### config.mk
export PLATFORM = sky130hd
export DESIGN_NAME = sr_latch_bank_ctrl_flat
export DESIGN_NICKNAME = d
export VERILOG_FILES = /design/src/rtl/sr_latch_bank_ctrl_pkg.sv /design/src/rtl/sr_latch_bank_ctrl_if.sv /design/src/rtl/sr_latch_bank_ctrl_rr_arbiter.sv /design/src/rtl/sr_latch_bank_ctrl.sv /design/src/flat_wrapper.sv
export SDC_FILE = /design/constraint.sdc
export NUM_CORES = 1
export LEC_CHECK = 0
export CORE_ASPECT_RATIO = 2
export CORE_MARGIN = 1
export CORE_UTILIZATION = 43
export DETAILED_ROUTE_END_ITERATION = 10
export PLACE_DENSITY = 0.95
export SLEW_MARGIN = 10
export SYNTH_ARGS = -nofsm -noshare
export SYNTH_HDL_FRONTEND = slang
export SYNTH_SLANG_ARGS = --single-unit
### constraint.sdc
create_clock -name clk -period 3.8 [get_ports clk]
set_input_delay 0.76 -clock clk [delete_from_list [all_inputs] [get_ports clk]]
set_output_delay 0.76 -clock clk [all_outputs]
set_load 0.01 [all_outputs]
### src/rtl/sr_latch_bank_ctrl_pkg.sv
// Shared opcode and FSM state encodings for the SR latch bank controller.
package sr_latch_bank_ctrl_pkg;

  localparam logic [1:0] OP_READ = 2'b00;
  localparam logic [1:0] OP_SET  = 2'b01;
  localparam logic [1:0] OP_CLR  = 2'b10;
  localparam logic [1:0] OP_TGL  = 2'b11;

  localparam logic [2:0] ST_IDLE   = 3'd0;
  localparam logic [2:0] ST_ARB    = 3'd1;
  localparam logic [2:0] ST_PULSE  = 3'd2;
  localparam logic [2:0] ST_SETTLE = 3'd3;
  localparam logic [2:0] ST_CHECK  = 3'd4;

  function automatic logic is_write(input logic [1:0] op);
    return op != OP_READ;
  endfunction

endpackage

### src/rtl/sr_latch_bank_ctrl_if.sv
// Requester-side flag interface: packed per-requester request, opcode, index and responses.
interface sr_latch_bank_ctrl_if #(
  parameter int NUM_REQ = 4,
  parameter int IDX_W   = 3
);
  logic [NUM_REQ-1:0]       req;
  logic [2*NUM_REQ-1:0]     op;
  logic [IDX_W*NUM_REQ-1:0] idx;
  logic [NUM_REQ-1:0]       gnt;
  logic [NUM_REQ-1:0]       ack;
  logic                     rdata;
  logic                     err;
  logic                     busy;

  modport master (output req, op, idx, input gnt, ack, rdata, err, busy);
  modport slave  (input req, op, idx, output gnt, ack, rdata, err, busy);
endinterface

### src/rtl/sr_latch_bank_ctrl_rr_arbiter.sv
// Combinational round-robin pick: first active request at or above ptr, wrapping.
module rr_arbiter #(
  parameter int NUM_REQ = 4,
  parameter int PTR_W   = (NUM_REQ > 1) ? $clog2(NUM_REQ) : 1
) (
  input  logic [NUM_REQ-1:0] req,
  input  logic [PTR_W-1:0]   ptr,
  output logic [NUM_REQ-1:0] win,
  output logic [PTR_W-1:0]   win_idx,
  output logic               found
);

  always_comb begin
    int c;
    win     = '0;
    win_idx = '0;
    found   = 1'b0;
    c       = 0;
    for (int k = 0; k < NUM_REQ; k++) begin
      c = int'(ptr) + k;
      if (c >= NUM_REQ) c = c - NUM_REQ;
      for (int j = 0; j < NUM_REQ; j++) begin
        if (j == c && !found && req[j]) begin
          found   = 1'b1;
          win[j]  = 1'b1;
          win_idx = PTR_W'(j);
        end
      end
    end
  end

endmodule

### src/rtl/sr_latch_bank_ctrl.sv
// Round-robin controller sequencing S/R/En pulses into a shared bank of enabled SR latches,
// with a settle cycle and read-back check after every write.
module sr_latch_bank_ctrl
  import sr_latch_bank_ctrl_pkg::*;
#(
  parameter int NUM_REQ   = 4,
  parameter int NUM_LATCH = 8,
  parameter int IDX_W     = 3,
  parameter int PULSE_CYC = 2
) (
  input  logic                 clk,
  input  logic                 rst,
  sr_latch_bank_ctrl_if.slave  bus,
  output logic [NUM_LATCH-1:0] latch_s,
  output logic [NUM_LATCH-1:0] latch_r,
  output logic [NUM_LATCH-1:0] latch_en,
  input  logic [NUM_LATCH-1:0] latch_q
);

  localparam int PTR_W = (NUM_REQ > 1) ? $clog2(NUM_REQ) : 1;
  localparam int CNT_W = (PULSE_CYC > 1) ? $clog2(PULSE_CYC) : 1;

  logic [2:0]           state;
  logic [PTR_W-1:0]     rr_ptr;
  logic [PTR_W-1:0]     gidx;
  logic [NUM_REQ-1:0]   gnt_r;
  logic [1:0]           op_r;
  logic [IDX_W-1:0]     idx_r;
  logic                 exp_q;
  logic [CNT_W-1:0]     pcnt;

  logic [NUM_REQ-1:0]   win;
  logic [PTR_W-1:0]     win_idx;
  logic                 win_found;
  logic [1:0]           win_op;
  logic [IDX_W-1:0]     win_lidx;
  logic [NUM_LATCH-1:0] idx_hot;
  logic                 in_range;
  logic                 q_sel;
  logic                 in_check;

  function automatic logic [NUM_LATCH-1:0] decode_idx(input logic [IDX_W-1:0] ix);
    logic [NUM_LATCH-1:0] hot;
    hot = '0;
    for (int i = 0; i < NUM_LATCH; i++) begin
      if (int'(ix) == i) hot[i] = 1'b1;
    end
    return hot;
  endfunction

  function automatic logic expected_q(input logic [1:0] op, input logic q);
    case (op)
      OP_SET:  return 1'b1;
      OP_CLR:  return 1'b0;
      default: return ~q;
    endcase
  endfunction

  rr_arbiter #(.NUM_REQ(NUM_REQ), .PTR_W(PTR_W)) u_arb (
    .req     (bus.req),
    .ptr     (rr_ptr),
    .win     (win),
    .win_idx (win_idx),
    .found   (win_found)
  );

  // Only the winning requester's opcode and index fields are decoded.
  always_comb begin
    win_op   = '0;
    win_lidx = '0;
    for (int r = 0; r < NUM_REQ; r++) begin
      if (win[r]) begin
        win_op   = bus.op[2*r +: 2];
        win_lidx = bus.idx[IDX_W*r +: IDX_W];
      end
    end
  end

  assign idx_hot  = decode_idx(idx_r);
  assign in_range = |idx_hot;
  assign q_sel    = |(idx_hot & latch_q);
  assign in_check = (state == ST_CHECK);

  always_ff @(posedge clk) begin
    if (rst) begin
      state  <= ST_IDLE;
      rr_ptr <= '0;
    end else begin
      case (state)
        ST_IDLE:   if (win_found) state <= ST_ARB;
        ST_ARB:    state <= (op_r == OP_READ || !in_range) ? ST_CHECK : ST_PULSE;
        ST_PULSE:  if (int'(pcnt) == PULSE_CYC - 1) state <= ST_SETTLE;
        ST_SETTLE: state <= ST_CHECK;
        ST_CHECK: begin
          state  <= ST_IDLE;
          rr_ptr <= (int'(gidx) == NUM_REQ - 1) ? '0 : gidx + 1'b1;
        end
        default:   state <= ST_IDLE;
      endcase
    end
  end

  // Request fields are captured once in IDLE; later changes on the bus are ignored.
  always_ff @(posedge clk) begin
    if (state == ST_IDLE && win_found) begin
      gnt_r <= win;
      gidx  <= win_idx;
      op_r  <= win_op;
      idx_r <= win_lidx;
    end
    if (state == ST_ARB) begin
      pcnt  <= '0;
      exp_q <= expected_q(op_r, q_sel);
    end else if (state == ST_PULSE) begin
      pcnt  <= pcnt + 1'b1;
    end
  end

  assign bus.busy  = (state != ST_IDLE);
  assign bus.gnt   = bus.busy ? gnt_r : '0;
  assign bus.ack   = in_check ? gnt_r : '0;
  assign bus.rdata = in_check & q_sel;
  assign bus.err   = in_check & (!in_range | (is_write(op_r) & (q_sel != exp_q)));

  // S and R are complementary copies of one enable, so they can never both be high.
  assign latch_en = (state == ST_PULSE) ? idx_hot : '0;
  assign latch_s  = exp_q ? latch_en : '0;
  assign latch_r  = exp_q ? '0 : latch_en;

endmodule

### src/flat_wrapper.sv
// flat-port wrapper written by rule: the top's interface ports become plain ports
module sr_latch_bank_ctrl_flat import sr_latch_bank_ctrl_pkg::*;
#(
  parameter int NUM_REQ   = 4,
  parameter int NUM_LATCH = 8,
  parameter int IDX_W     = 3,
  parameter int PULSE_CYC = 2
)
  (clk, rst, latch_s, latch_r, latch_en, latch_q, bus_req, bus_op, bus_idx, bus_gnt, bus_ack, bus_rdata, bus_err, bus_busy);
  sr_latch_bank_ctrl_if #(.NUM_REQ(NUM_REQ), .IDX_W(IDX_W)) bus_i ();
  input  logic clk;
  input  logic rst;
  output logic [NUM_LATCH-1:0] latch_s;
  output logic [NUM_LATCH-1:0] latch_r;
  output logic [NUM_LATCH-1:0] latch_en;
  input  logic [NUM_LATCH-1:0] latch_q;
  input wire logic [$bits(bus_i.req)-1:0] bus_req;
  input wire logic [$bits(bus_i.op)-1:0] bus_op;
  input wire logic [$bits(bus_i.idx)-1:0] bus_idx;
  output wire logic [$bits(bus_i.gnt)-1:0] bus_gnt;
  output wire logic [$bits(bus_i.ack)-1:0] bus_ack;
  output wire logic [$bits(bus_i.rdata)-1:0] bus_rdata;
  output wire logic [$bits(bus_i.err)-1:0] bus_err;
  output wire logic [$bits(bus_i.busy)-1:0] bus_busy;
  assign bus_i.req = bus_req;
  assign bus_i.op = bus_op;
  assign bus_i.idx = bus_idx;
  assign bus_gnt = bus_i.gnt;
  assign bus_ack = bus_i.ack;
  assign bus_rdata = bus_i.rdata;
  assign bus_err = bus_i.err;
  assign bus_busy = bus_i.busy;
  sr_latch_bank_ctrl #(.NUM_REQ(NUM_REQ), .NUM_LATCH(NUM_LATCH), .IDX_W(IDX_W), .PULSE_CYC(PULSE_CYC)) u_core (.clk(clk), .rst(rst), .bus(bus_i), .latch_s(latch_s), .latch_r(latch_r), .latch_en(latch_en), .latch_q(latch_q));
endmodule
# After elaboration in Yosys (flattened, before gate mapping)
# Cells that the tools add are included.
# Widths: inputs -> output; s select.
[word_totals]
romBits = 0
output_inout_bits = 35
in_bits = 34
wordCells = 195
reg_bits = 18
latchBits = 0
mem_bits_rw = 0
memories = 0
[op_classes]
n_reduce_logical = 62
n_lt_le_gt_ge = 4
shift = 0
n_mul = 0
div_mod_pow = 0
n_eq_ne = 29
addsub = 9
mux = 76
bitwise_logic = 6
[ops]
columns = ["op", "count"]
rows = [
  ["$eq 3x32->1 const A", 8],
  ["$eq 2x32->1 const A", 4],
  ["$logic_not 32->1", 4],
  ["$mux 32", 4],
  ["$mux 1", 41],
  ["$mux 2", 17],
  ["$logic_and 1x1->1", 32],
  ["$mux 8", 3],
  ["$mux 3", 7],
  ["$logic_not 1->1", 16],
  ["$reduce_or 8->1", 2],
  ["$eq 3x3->1 const B", 5],
  ["$eq 3x2->1 const B", 4],
  ["$pmux 3 s4", 1],
  ["$sub 3x3->4 const B", 3],
  ["$ge 3x3->1 const B", 3],
  ["$and 8x8->8", 1],
  ["$mux 4", 2],
  ["$add 2x2->3 const B", 2],
  ["$eq 3x1->1 const B", 2],
  ["$logic_not 3->1", 2],
  ["$eq 2x1->1 const B", 2],
  ["$ne 2x1->1 const B", 2],
  ["$sub 2x3->4 const B", 1],
  ["other kinds (16)", 18],
]

# Depth between registers and ports, before layout
# Gate-level depths: netlist of run 1.
[logic_depth]
depth_word = 67
depth_mapped = 6

# Cells and area by module
# A second synthesis of run 1 with hierarchy kept.
[hier_totals]
hier_cells = 163
area_unflattened_um2 = 1417.6
[by_module_without_submodules]
columns = ["module", "seq_area_each_um2", "cells_each", "area_per_inst_um2", "n_inst"]
rows = [
  ["sr_latch_bank_ctrl", 480.5, 129, 1198.6, 1],
  ["rr_arbiter", 0.0, 34, 219.0, 1],
]

# Worst setup path after synthesis of run 1
# No wires, ideal clock.
[synth_timing]
path_kind = "input to output"
startpoint = "input latch_q[6]"
endpoint = "output bus_err"
required_ns = 3.040
t_arrival_ns = 1.754
path_slack_ns = 1.286
cell_stages = 4
path_cell_list = "mux4_2 mux2i_4 xor2_1 nor3_1"
[synth_via]
elab_chain_len = 6
[synth_lines]
columns = ["item", "line", "rtl"]
rows = [
  ["start, declared", "flat_wrapper.sv:16", "input logic [NUM_LATCH-1:0] latch_q;"],
  ["$and 8x8->8", "sr_latch_bank_ctrl.sv:81", "assign q_sel = |(idx_hot & latch_q);"],
  ["$reduce_or 8->1", "sr_latch_bank_ctrl.sv:81", ""],
  ["$ne 1x1->1", "sr_latch_bank_ctrl.sv:123", "assign bus.err = in_check & (!in_range | (is_write(op_r) & (q_sel != exp_q)));"],
  ["$and 1x1->1", "sr_latch_bank_ctrl.sv:123", ""],
  ["$or 1x1->1", "sr_latch_bank_ctrl.sv:123", ""],
  ["$and 1x1->1", "sr_latch_bank_ctrl.sv:123", ""],
  ["end, declared", "flat_wrapper.sv:23", "output wire logic [$bits(bus_i.err)-1:0] bus_err;"],
]
# Every way passes these cells.

# Worst setup path after layout of run 1
[layout_timing]
startpoint = "input latch_q[7]"
endpoint = "output bus_err"
# Same word-level chain as after synthesis.

==> results of run 1 <==
[layout make-up]
| class | instances | area [um2] |
|---|---|---|
| tap | 30 | 37.54 |
| clock buffer | 4 | 45.04 |
| multi-input combinational | 112 | 765.7 |
| inverter | 12 | 45.04 |
| fill | 235 | 888.4 |
| timing repair buffer | 68 | 680.7 |
| sequential | 18 | 480.5 |
[worst min-delay path: cells and delay by family, from the launching register on]
kind / cells / cell delay, ns
DFF: 1 / 0.33
buffers and inverters: 1 / 0.06
AOI/OAI and AO/OA: 1 / 0.05
[cells in the final DEF (no fill, tap or decap), types with 2 or more instances in the layout]
cell	count
sky130_fd_sc_hd__clkdlybuf4s50_1	68
sky130_fd_sc_hd__and2_1	17
sky130_fd_sc_hd__nor2_1	15
sky130_fd_sc_hd__edfxtp_1	12
sky130_fd_sc_hd__inv_1	10
sky130_fd_sc_hd__nor3_1	10
sky130_fd_sc_hd__a21oi_1	10
sky130_fd_sc_hd__dfxtp_1	6
sky130_fd_sc_hd__nand2_1	5
sky130_fd_sc_hd__nand2b_1	5
sky130_fd_sc_hd__a22oi_1	5
sky130_fd_sc_hd__or2_2	5
sky130_fd_sc_hd__o32ai_1	5
sky130_fd_sc_hd__a221oi_1	5
sky130_fd_sc_hd__nor4_1	3
sky130_fd_sc_hd__ha_1	3
sky130_fd_sc_hd__clkbuf_8	3
sky130_fd_sc_hd__mux4_2	2
sky130_fd_sc_hd__inv_2	2
sky130_fd_sc_hd__o22ai_1	2
sky130_fd_sc_hd__o221a_2	2
sky130_fd_sc_hd__nor3b_1	2
sky130_fd_sc_hd__o21ai_0	2
sky130_fd_sc_hd__or3_1	2
[sequential cells by signal, summed over array words and instances, names as in the netlist]
register	flops
u_core.exp_q	1
u_core.gidx	2
u_core.gnt_r	4
u_core.idx_r	3
u_core.op_r	2
u_core.pcnt	1
u_core.rr_ptr	2
u_core.state	3
[report_power, final]
group	switching, W	internal (W)	total, W
Combinational	0.000155	0.000178	0.000332
Sequential	0.0000719	0.000283	0.000355
Clock	0.0000560	0.0000742	0.000130
[logic make-up after synthesis]
group           synth area share
compound gates            0.1843
simple gates              0.2872
buf+inv                  0.06829
mux                      0.06641
xor+xnor                0.006549
fa+ha+maj                0.02807
flops                     0.3592
[routing by layer]
metal	global-route usage	up-vias	share of wire
met5	0	-	0
met4	0.07742	0	0.027
met3	0.03111	10	0.053
met2	0.4578	71	0.60
met1	0.1932	587	0.32
li1	-	681	-
[metrics by stage]
step	util	hold WS [ns]	cell area [um2]	worst slack (ns)
finish	0.6981	0.4889	2054	0.3593
global route	0.6981	0.5100	2054	0.2521
global placement	0.6828	0.4664	2009	0.4228
floorplan	-	0.4566	1338	1.286
detailed placement	0.6828	0.4743	2009	0.3672
CTS	0.6981	0.4880	2054	0.3588
[worst max-delay path by stage]
stage / start / end / cells past startpoint
CTS: latch_q[7] / bus_err / 6
detailed placement: latch_q[7] / bus_err / 6
global route: latch_q[7] / bus_err / 6
floorplan: latch_q[6] / bus_err / 4
global placement: latch_q[6] / bus_err / 6
finish: latch_q[7] / bus_err / 6
==> results.yml, run 1 <==
setup_path:
  r2r_end: "u_core.gnt_r[3]$_DFFE_PP_"
  reg2reg_setup_slack_ns: 1.76
  cp.buffers_inverters: 2
  critical_path_cell_list: "clkdlybuf4s50_1, mux4_2, mux2i_4, xor2_1, nor3_1, clkdlybuf4s50_1"
  crit_path_max_incr_delay_ns: 0.56
  cp_top_delay_family: "buffers and inverters"
  critical_path.slowest_cell: "sky130_fd_sc_hd__clkdlybuf4s50_1"
  reg2reg_from: "u_core.state[0]$_SDFFE_PP0P_"
  path_max_fanout: 3
  criticalPathCategory: "input port to output port"
  critPathRequiredTime_ns: 3.04
  worst_setup_path_start_kind: "input port"
  cp_data_arrival_time_ns: 2.68
  critPathMostFrequentCell: "sky130_fd_sc_hd__clkdlybuf4s50_1"
  critical_path_end_type: "output port"
  worst_r2r_path_depth: 2
clock_network:
  clockRootBuffer: "sky130_fd_sc_hd__clkbuf_8"
  clk-insertion-delay-late_ns: 0.25
  clkTransAtPathRegs_ns: 0.06
  cts_max_path_buffers: 2
  cts_buffers: 3
  htreeDepth: 1
  hold_fix_buffers_at_cts: 0
  cts_num_sinks: 18
  buffers_inserted_during_post_cts_setup_optimization: 0
  post_cts_resized: 0
  tritoncts: "done"
sta:
  min_period_over_period: 0.9054
  tightestPinTransition_ns: 0.9851
  slew_violations: 0
  setup_viol: 0
  fmaxAchievable_ghz: 0.2906
  setup-tns-final_ns: 0
  post-route-min-period_ns: 3.441
  worst_max_slew_margin_expressed_relative_to_the_limit: 0.3433
  finalHoldViolations: 0
  fin_worst_skew_ns: 0.003408
  grt_setup_unrepaired: "no"
floorplan:
  horiz_die_dim_um: 41.44
  design.portCount: 69
  chipHeight_um: 80.87
  starting_density_of_the_core: 0.4545
  fp-row-count: 28
  core_area_um2: 2943
  dieArea_um2: 3351
logic_synthesis:
  synth_enable_flop_cells: 12
  proportion_of_netlist_area_held_by_the_largest_area_contributor: 0.2694
  post-synth-top-area-cell: "sky130_fd_sc_hd__edfxtp_1"
  ys_seq_elements: 18
  postSynthAreaPerCell_um2: 8.858
  synth.cell_area_um2: 1338
  ys_types: 37
  mappedNetlistNets: 188
  ys_top_cells_by_area: "sky130_fd_sc_hd__edfxtp_1 (27%), sky130_fd_sc_hd__dfxtp_1 (9.0%), sky130_fd_sc_hd__and2_1 (8.0%), sky130_fd_sc_hd__nor2_1 (4.2%), sky130_fd_sc_hd__a21oi_1 (3.7%)"
  asyncSetResetFlopFracSynth: 0
  yosysWarnings: 0
  top_ff_cell_synth: "sky130_fd_sc_hd__edfxtp_1"
  ys_seq_area_frac: 0.3592
  synthesis.instances: 151
  most_repeated_cell_in_the_gate_level_netlist_after_synthesis: "sky130_fd_sc_hd__and2_1"
  netlist_top_cells_count: "sky130_fd_sc_hd__and2_1 (17), sky130_fd_sc_hd__nor2_1 (15), sky130_fd_sc_hd__edfxtp_1 (12)"
route:
  drt_wl_total_um: 3391
  routed_wire_length_per_instance_um: 13.90
  drt-pass1-iter-count: 4
  route.detailed.drc: 0
  via_per_inst: 5.529
  num_vias: 1349
  drt_initial_violations: 29
  final_antenna_net_count: 0
flow_run:
  cap_violations: 0
placed_design:
  place.detailed.instances: 240
  routabilityCongestion: 0.7846
  detailedPlacementHpwl_um: 2849
  numPortBuffers: 68
min_path:
  whs_endpoint: "u_core.pcnt$_SDFFE_PN0N_"
  hold_path.startpoint: "u_core.pcnt$_SDFFE_PN0N_"
  timing.hold.worst_path_depth: 2
  timing.hold.worst.class: "register to register"
grt:
  largest_net_degree_at_the_start_of_global_routing: 18
  grt_pass1_vias: 1328
  grt_use_total: 0.2158
  grt_antenna_before_repair: 0
  first_pass_grt_wire_length_um: 5727
  globalRouteOverflowTotal: 0
pwr:
  power.static_leakage_nw: 0.7392
  power_density_nw_per_um2: 398.0
  finalPower_w: 0.0008178
  maximum_vdd_drop_v: 0.0003201
outcome:
  outcome: "finished clean"
final_layout:
  finish.net_count: 252
  ratio_of_cells_with_drive_above_1_in_the_final_layout: 0.08411
  num_antenna_cells: 0
  syn_to_layout_area_delta_pct: 53.60
  stdcell_count: 244
Note: power is estimated with default switching activity, not from simulation.
==> run 2, diff against run 1 <==
--- a/config.mk
+++ b/config.mk
@@ -8,7 +8,7 @@
 export CORE_ASPECT_RATIO = 2
 export CORE_MARGIN = 1
-export CORE_UTILIZATION = 43
+export CORE_UTILIZATION = 41
 export DETAILED_ROUTE_END_ITERATION = 10
-export PLACE_DENSITY = 0.95
+export PLACE_DENSITY = 0.94
 export SLEW_MARGIN = 10
 export SYNTH_ARGS = -nofsm -noshare
==> constraint.sdc (replaced) <==
create_clock -name clk -period 3.8 [get_ports clk]
set_input_delay 0.38 -clock clk [delete_from_list [all_inputs] [get_ports clk]]
set_output_delay 0.38 -clock clk [all_outputs]
set_load 0.01 [all_outputs]
==> run 2 against run 1 <==
Register-to-register slack worse by 0.02 ns. Die area rose by 4.7%. Critical path type is now register to output port. Final area barely moved. Hold slack better by 0.014 ns. Core utilization shrank 3.9 points. Via count is 2.1% higher. Cell count increased by 0.41%. Sequential share of layout area about the same. Sequential power hardly changed. Flip-flop and latch count is the same.
==> results.yml, run 2 (synthesis gave the netlist of run 1 again) <==
setup_path:
  criticalPathCategory: "register to output port"
  reg2reg_setup_slack_ns: 1.74
  path_max_fanout: 9
  reg2reg_from: "u_core.state[0]$_SDFFE_PP0P_"
  r2r_end: "u_core.idx_r[2]$_DFFE_PP_"
  worst_r2r_path_depth: 2
  critPathRequiredTime_ns: 3.42
  cp_data_arrival_time_ns: 2.40
  critical_path_end_type: "output port"
  worst_setup_path_start_kind: "register"
  critical_path.startpoint: "u_core.idx_r[2]$_DFFE_PP_"
clock_network:
  tritoncts: "done"
  clk-insertion-delay-late_ns: 0.25
  cts_max_path_buffers: 2
  clockRootBuffer: "sky130_fd_sc_hd__clkbuf_8"
  buffers_inserted_during_post_cts_setup_optimization: 0
  post_cts_resized: 0
  cts_num_sinks: 18
  hold_fix_buffers_at_cts: 0
  clkTransAtPathRegs_ns: 0.06
  cts_buffers: 3
  htreeDepth: 1
floorplan:
  design.portCount: 69
  starting_density_of_the_core: 0.4286
  horiz_die_dim_um: 42.39
  chipHeight_um: 82.78
  fp-row-count: 29
  dieArea_um2: 3508
  core_area_um2: 3120
pwr:
  internal_power_w: 0.0005354
  net_sw_power_w: 0.0002828
  seq_power_share: 0.437
  power.static_leakage_nw: 0.7392
  swShare: 0.3456
  power.share.combinational: 0.403
  maximum_vdd_drop_v: 0.0002325
  power_density_nw_per_um2: 398.0
  clkPwrFrac: 0.160
sta:
  worst_max_slew_margin_expressed_relative_to_the_limit: 0.3554
  setup-tns-final_ns: 0
  fin_worst_skew_ns: 0.0008513
  finalHoldViolations: 0
  fmaxAchievable_ghz: 0.3601
  min_period_over_period: 0.7308
  timing.hold.ws_ns: 0.5025
  tightestPinTransition_ns: 0.9669
  slew_violations: 0
  post-route-min-period_ns: 2.777
  grt_setup_unrepaired: "no"
  setup_viol: 0
placed_design:
  routabilityCongestion: 0.8028
  detailedPlacementHpwl_um: 2717
  numPortBuffers: 68
final_layout:
  largest_register_ffs: 4
  final_cell_mix: "sky130_fd_sc_hd__clkdlybuf4s50_1 (68), sky130_fd_sc_hd__and2_1 (17), sky130_fd_sc_hd__nor2_1 (15)"
  registers.top_by_ff_count: "u_core.gnt_r"
  reg_top3: "u_core.gnt_r (4), u_core.idx_r (3), u_core.state (3)"
  layout_filler_cell_count: 252
  finish.net_count: 252
  num_antenna_cells: 0
  ratio_of_cells_with_drive_above_1_in_the_final_layout: 0.08411
  layout_commonest_cell: "sky130_fd_sc_hd__clkdlybuf4s50_1"
  syn_to_layout_area_delta_pct: 53.69
route:
  routed_wire_length_per_instance_um: 13.24
  drt_wl_total_um: 3243
  drt_initial_violations: 24
  via_per_inst: 5.620
  num_vias: 1377
  route.detailed.drc: 0
  final_antenna_net_count: 0
  drt-pass1-iter-count: 4
min_path:
  whs_endpoint: "u_core.pcnt$_SDFFE_PN0N_"
  timing.hold.worst_path_depth: 2
  timing.hold.worst.class: "register to register"
  hold_path.startpoint: "u_core.pcnt$_SDFFE_PN0N_"
grt:
  grt_use_total: 0.1962
  largest_net_degree_at_the_start_of_global_routing: 18
  first_pass_grt_wire_length_um: 5375
  globalRouteOverflowTotal: 0
  grt_antenna_before_repair: 0
  grt_pass1_vias: 1270
flow_run:
  cap_violations: 0
outcome:
  outcome: "finished clean"
==> run 2: area by class of cell <==
type                            instances  area [um2]  share of cell area
Tap cell                               31       38.79             0.01887
Clock buffer                            4       45.04             0.02191
Multi-Input combinational cell        112       765.7              0.3725
Timing Repair Buffer                   68       680.7              0.3311
Sequential cell                        18       480.5              0.2337
Inverter                               12       45.04             0.02191
==> run 2: power groups by stage <==
stage	Sequential, W	Clock (W)	Combinational [W]
floorplan	0.000305	0	0.000255
global placement	0.000357	0	0.000320
detailed placement	0.000361	0	0.000333
CTS	0.000357	0.000132	0.000334
global route	0.000370	0.000142	0.000365
finish	0.000357	0.000131	0.000330
==> run 2: critical path: stages (launching register included) <==
cell and delay, ns:
sky130_fd_sc_hd__edfxtp_1 0.55, sky130_fd_sc_hd__mux4_2 0.58, sky130_fd_sc_hd__mux2i_4 0.22, sky130_fd_sc_hd__xor2_1 0.09, sky130_fd_sc_hd__nor3_1 0.15, sky130_fd_sc_hd__clkdlybuf4s50_1 0.56
==> run 2: metal layers <==
layer / routed length, um / part of all wire / GRT usage / vias to the layer above
met5: 0 / 0 / 0 / -
li1: - / - / - / 682
met1: 1122 / 0.35 / 0.1986 / 626
met3: 142 / 0.044 / 0.01948 / 8
met4: 97 / 0.030 / 0.09375 / 0
met2: 1881 / 0.58 / 0.3877 / 61
==> run 2: how the worst max path moves through the flow <==
stage	end	slack [ns]	depth (start not counted)
6_report	bus_err	1.02	5
3_3_place_gp	bus_err	1.18	6
4_1_cts	bus_err	1.03	5
3_5_place_dp	bus_err	1.14	6
2_1_floorplan	u_core.gidx[0]$_SDFFCE_PP1P_	1.81	4
5_1_grt	bus_err	0.88	5
==> run 2: stage by stage <==
step           worst slack [ns]  cell area, um2    util  total power, W  instances
2_1_floorplan             1.807            1338       -       0.0005597        151
3_3_place_gp              1.180            2011  0.6443       0.0006764        241
3_5_place_dp              1.136            2011  0.6443       0.0006938        241
4_1_cts                   1.030            2056  0.6588       0.0008229        245
5_1_grt                  0.8797            2056  0.6588       0.0008770        245
6_report                  1.023            2056  0.6588       0.0008182        245
==> run 3, diff against run 2 <==
Settings changed: CORE_UTILIZATION 41 to 36, PLACE_DENSITY 0.94 to 0.88.
Clock period 3.8 ns to 2.41 ns, I/O delays scaled along.
==> run 3 against run 2 <==
Flip-flop and latch count unchanged. Final area up 3.2%. Sequential power up 52%. Clock skew up 0.0025 ns. Highest routed layer unchanged. Via count up 2.3%. Hold slack about the same. Clock power up 62%. Count of clock-buffer cells in the layout down 1. Die area up 13%. Non-clock buffer count up 6. Critical endpoint is now bus_rdata.
==> results.yml, run 3 (synthesis gave the netlist of run 1 again) <==
placed_design:
  place_area_um2: 2078
  pre_cts_ws_ns: 0.01934
  routabilityCongestion: 0.7854
  detailedPlacementHpwl_um: 3088
  numPortBuffers: 68
floorplan:
  chipHeight_um: 88.20
  starting_density_of_the_core: 0.3748
  core_area_um2: 3568
  fp-row-count: 31
  horiz_die_dim_um: 45.10
  design.portCount: 69
  dieArea_um2: 3978
setup_path:
  worst_r2r_path_depth: 4
  critPathRequiredTime_ns: 2.17
  cp.buffers_inverters: 2
  critical_path_end_type: "output port"
  reg2reg_setup_slack_ns: 0.60
  cp_data_arrival_time_ns: 2.09
  r2r_end: "u_core.op_r[0]$_DFFE_PP_"
  critical_path_cell_list: "mux4_2, mux2i_4, buf_4, nor2_1, clkdlybuf4s50_1"
  worst_setup_path_start_kind: "register"
  path_max_fanout: 3
  criticalPathCategory: "register to output port"
  cp_top_delay_family: "multiplexers"
  crit_path_max_incr_delay_ns: 0.55
  critical_path.slowest_cell: "sky130_fd_sc_hd__mux4_2"
  reg2reg_from: "u_core.state[1]$_SDFFE_PP0P_"
min_path:
  whs_endpoint: "u_core.pcnt$_SDFFE_PN0N_"
  timing.hold.worst_path_depth: 2
  hold_path.startpoint: "u_core.pcnt$_SDFFE_PN0N_"
  timing.hold.worst.class: "register to register"
clock_network:
  cts_buffers: 3
  cts_num_sinks: 18
  clk-insertion-delay-late_ns: 0.25
  htreeDepth: 1
  hold_fix_buffers_at_cts: 0
  cts_max_path_buffers: 2
  tritoncts: "done"
  clockRootBuffer: "sky130_fd_sc_hd__clkbuf_8"
  clkTransAtPathRegs_ns: 0.07
sta:
  fmaxAchievable_ghz: 0.4299
  finalHoldViolations: 0
  final_critical_path_setup_slack_ns: 0.08379
  grt_setup_unrepaired: "yes"
  setup_viol: 0
  fin_worst_skew_ns: 0.003398
  timing.hold.ws_ns: 0.5026
  worst_max_slew_margin_expressed_relative_to_the_limit: 0.6885
  slew_violations: 0
  min_period_over_period: 0.9652
  post-route-min-period_ns: 2.326
  tightestPinTransition_ns: 0.4673
route:
  via_per_inst: 5.234
  num_vias: 1408
  drt_wl_total_um: 3655
  routed_wire_length_per_instance_um: 13.59
  final_antenna_net_count: 0
  drt_initial_violations: 26
  drt-pass1-iter-count: 5
  route.detailed.drc: 0
final_layout:
  registers.top_by_ff_count: "u_core.gnt_r"
  layout_commonest_cell: "sky130_fd_sc_hd__clkdlybuf4s50_1"
  num_antenna_cells: 0
  design_area_um2: 2122
  final_cell_mix: "sky130_fd_sc_hd__clkdlybuf4s50_1 (67), sky130_fd_sc_hd__and2_1 (17), sky130_fd_sc_hd__nor2_1 (15)"
  layout_filler_cell_count: 329
  ratio_of_cells_with_drive_above_1_in_the_final_layout: 0.1091
  reg_top3: "u_core.gnt_r (4), u_core.idx_r (3), u_core.state (3)"
  syn_to_layout_area_delta_pct: 58.65
  finish.net_count: 258
  largest_register_ffs: 4
  post-route-util: 0.5947
grt:
  grt_pass1_vias: 1378
  globalRouteOverflowTotal: 0
  grt_antenna_before_repair: 0
  grt_use_total: 0.1908
  largest_net_degree_at_the_start_of_global_routing: 18
  first_pass_grt_wire_length_um: 5699
flow_run:
  cap_violations: 0
pwr:
  power.static_leakage_nw: 0.7748
  power_density_nw_per_um2: 629.9
  maximum_vdd_drop_v: 0.0004624
outcome:
  outcome: "finished clean"
## run 3: where the power goes
group,switching (W),internal [W]
Sequential,0.0000992,0.000445
Clock,0.0000987,0.000113
Combinational,0.000269,0.000312
## run 3: tightest hold or removal path: cells and delay by family, from the launching register on
kind            cells  cell delay (ns)
compound gates      1             0.06
flops               1             0.34
buf+inv             1             0.06
## run 3: worst max path at each step
stage | from | end | cells after the start
2_1_floorplan | u_core.state[0]$_SDFFE_PP0P_ | u_core.gidx[0]$_SDFFCE_PP1P_ | 4
3_3_place_gp | latch_q[6] | bus_err | 6
3_5_place_dp | latch_q[3] | bus_err | 6
4_1_cts | u_core.idx_r[2]$_DFFE_PP_ | bus_rdata | 5
5_1_grt | u_core.state[0]$_SDFFE_PP0P_ | latch_s[1] | 5
6_report | u_core.idx_r[2]$_DFFE_PP_ | bus_rdata | 5
## run 3: routing by layer
layer,global-route usage,vias to the layer above,wire [um]
met3,0.01856,16,174
met1,0.1637,634,1124
met5,0,-,0
met4,0.1047,0,157
met2,0.3874,66,2199
li1,-,692,-
## run 3: final cells by class
type / count / area [um2] / area share
well taps: 49 / 61.31 / 0.02889
multi-input cells: 112 / 765.7 / 0.3608
clock buffers: 3 / 41.29 / 0.01946
flip-flops and latches: 18 / 480.5 / 0.2264
inverters: 12 / 45.04 / 0.02123
repair buffers: 74 / 724.4 / 0.3414
clock inverters: 1 / 3.754 / 0.001769
## run 3: what timing repair did
item	in CTS	in global routing
setup endpoints to repair	1	3
gates resized for setup	1	0
pin swaps	0	0
buffers inserted	0	0
## run 3: through the flow
stage	instances	total power, W	TNS, ns
floorplan	151	0.0008825	0
global placement	265	0.001109	0
detailed placement	265	0.001132	0
CTS	269	0.001344	0
global route	269	0.001422	-0.08170
finish	269	0.001337	0
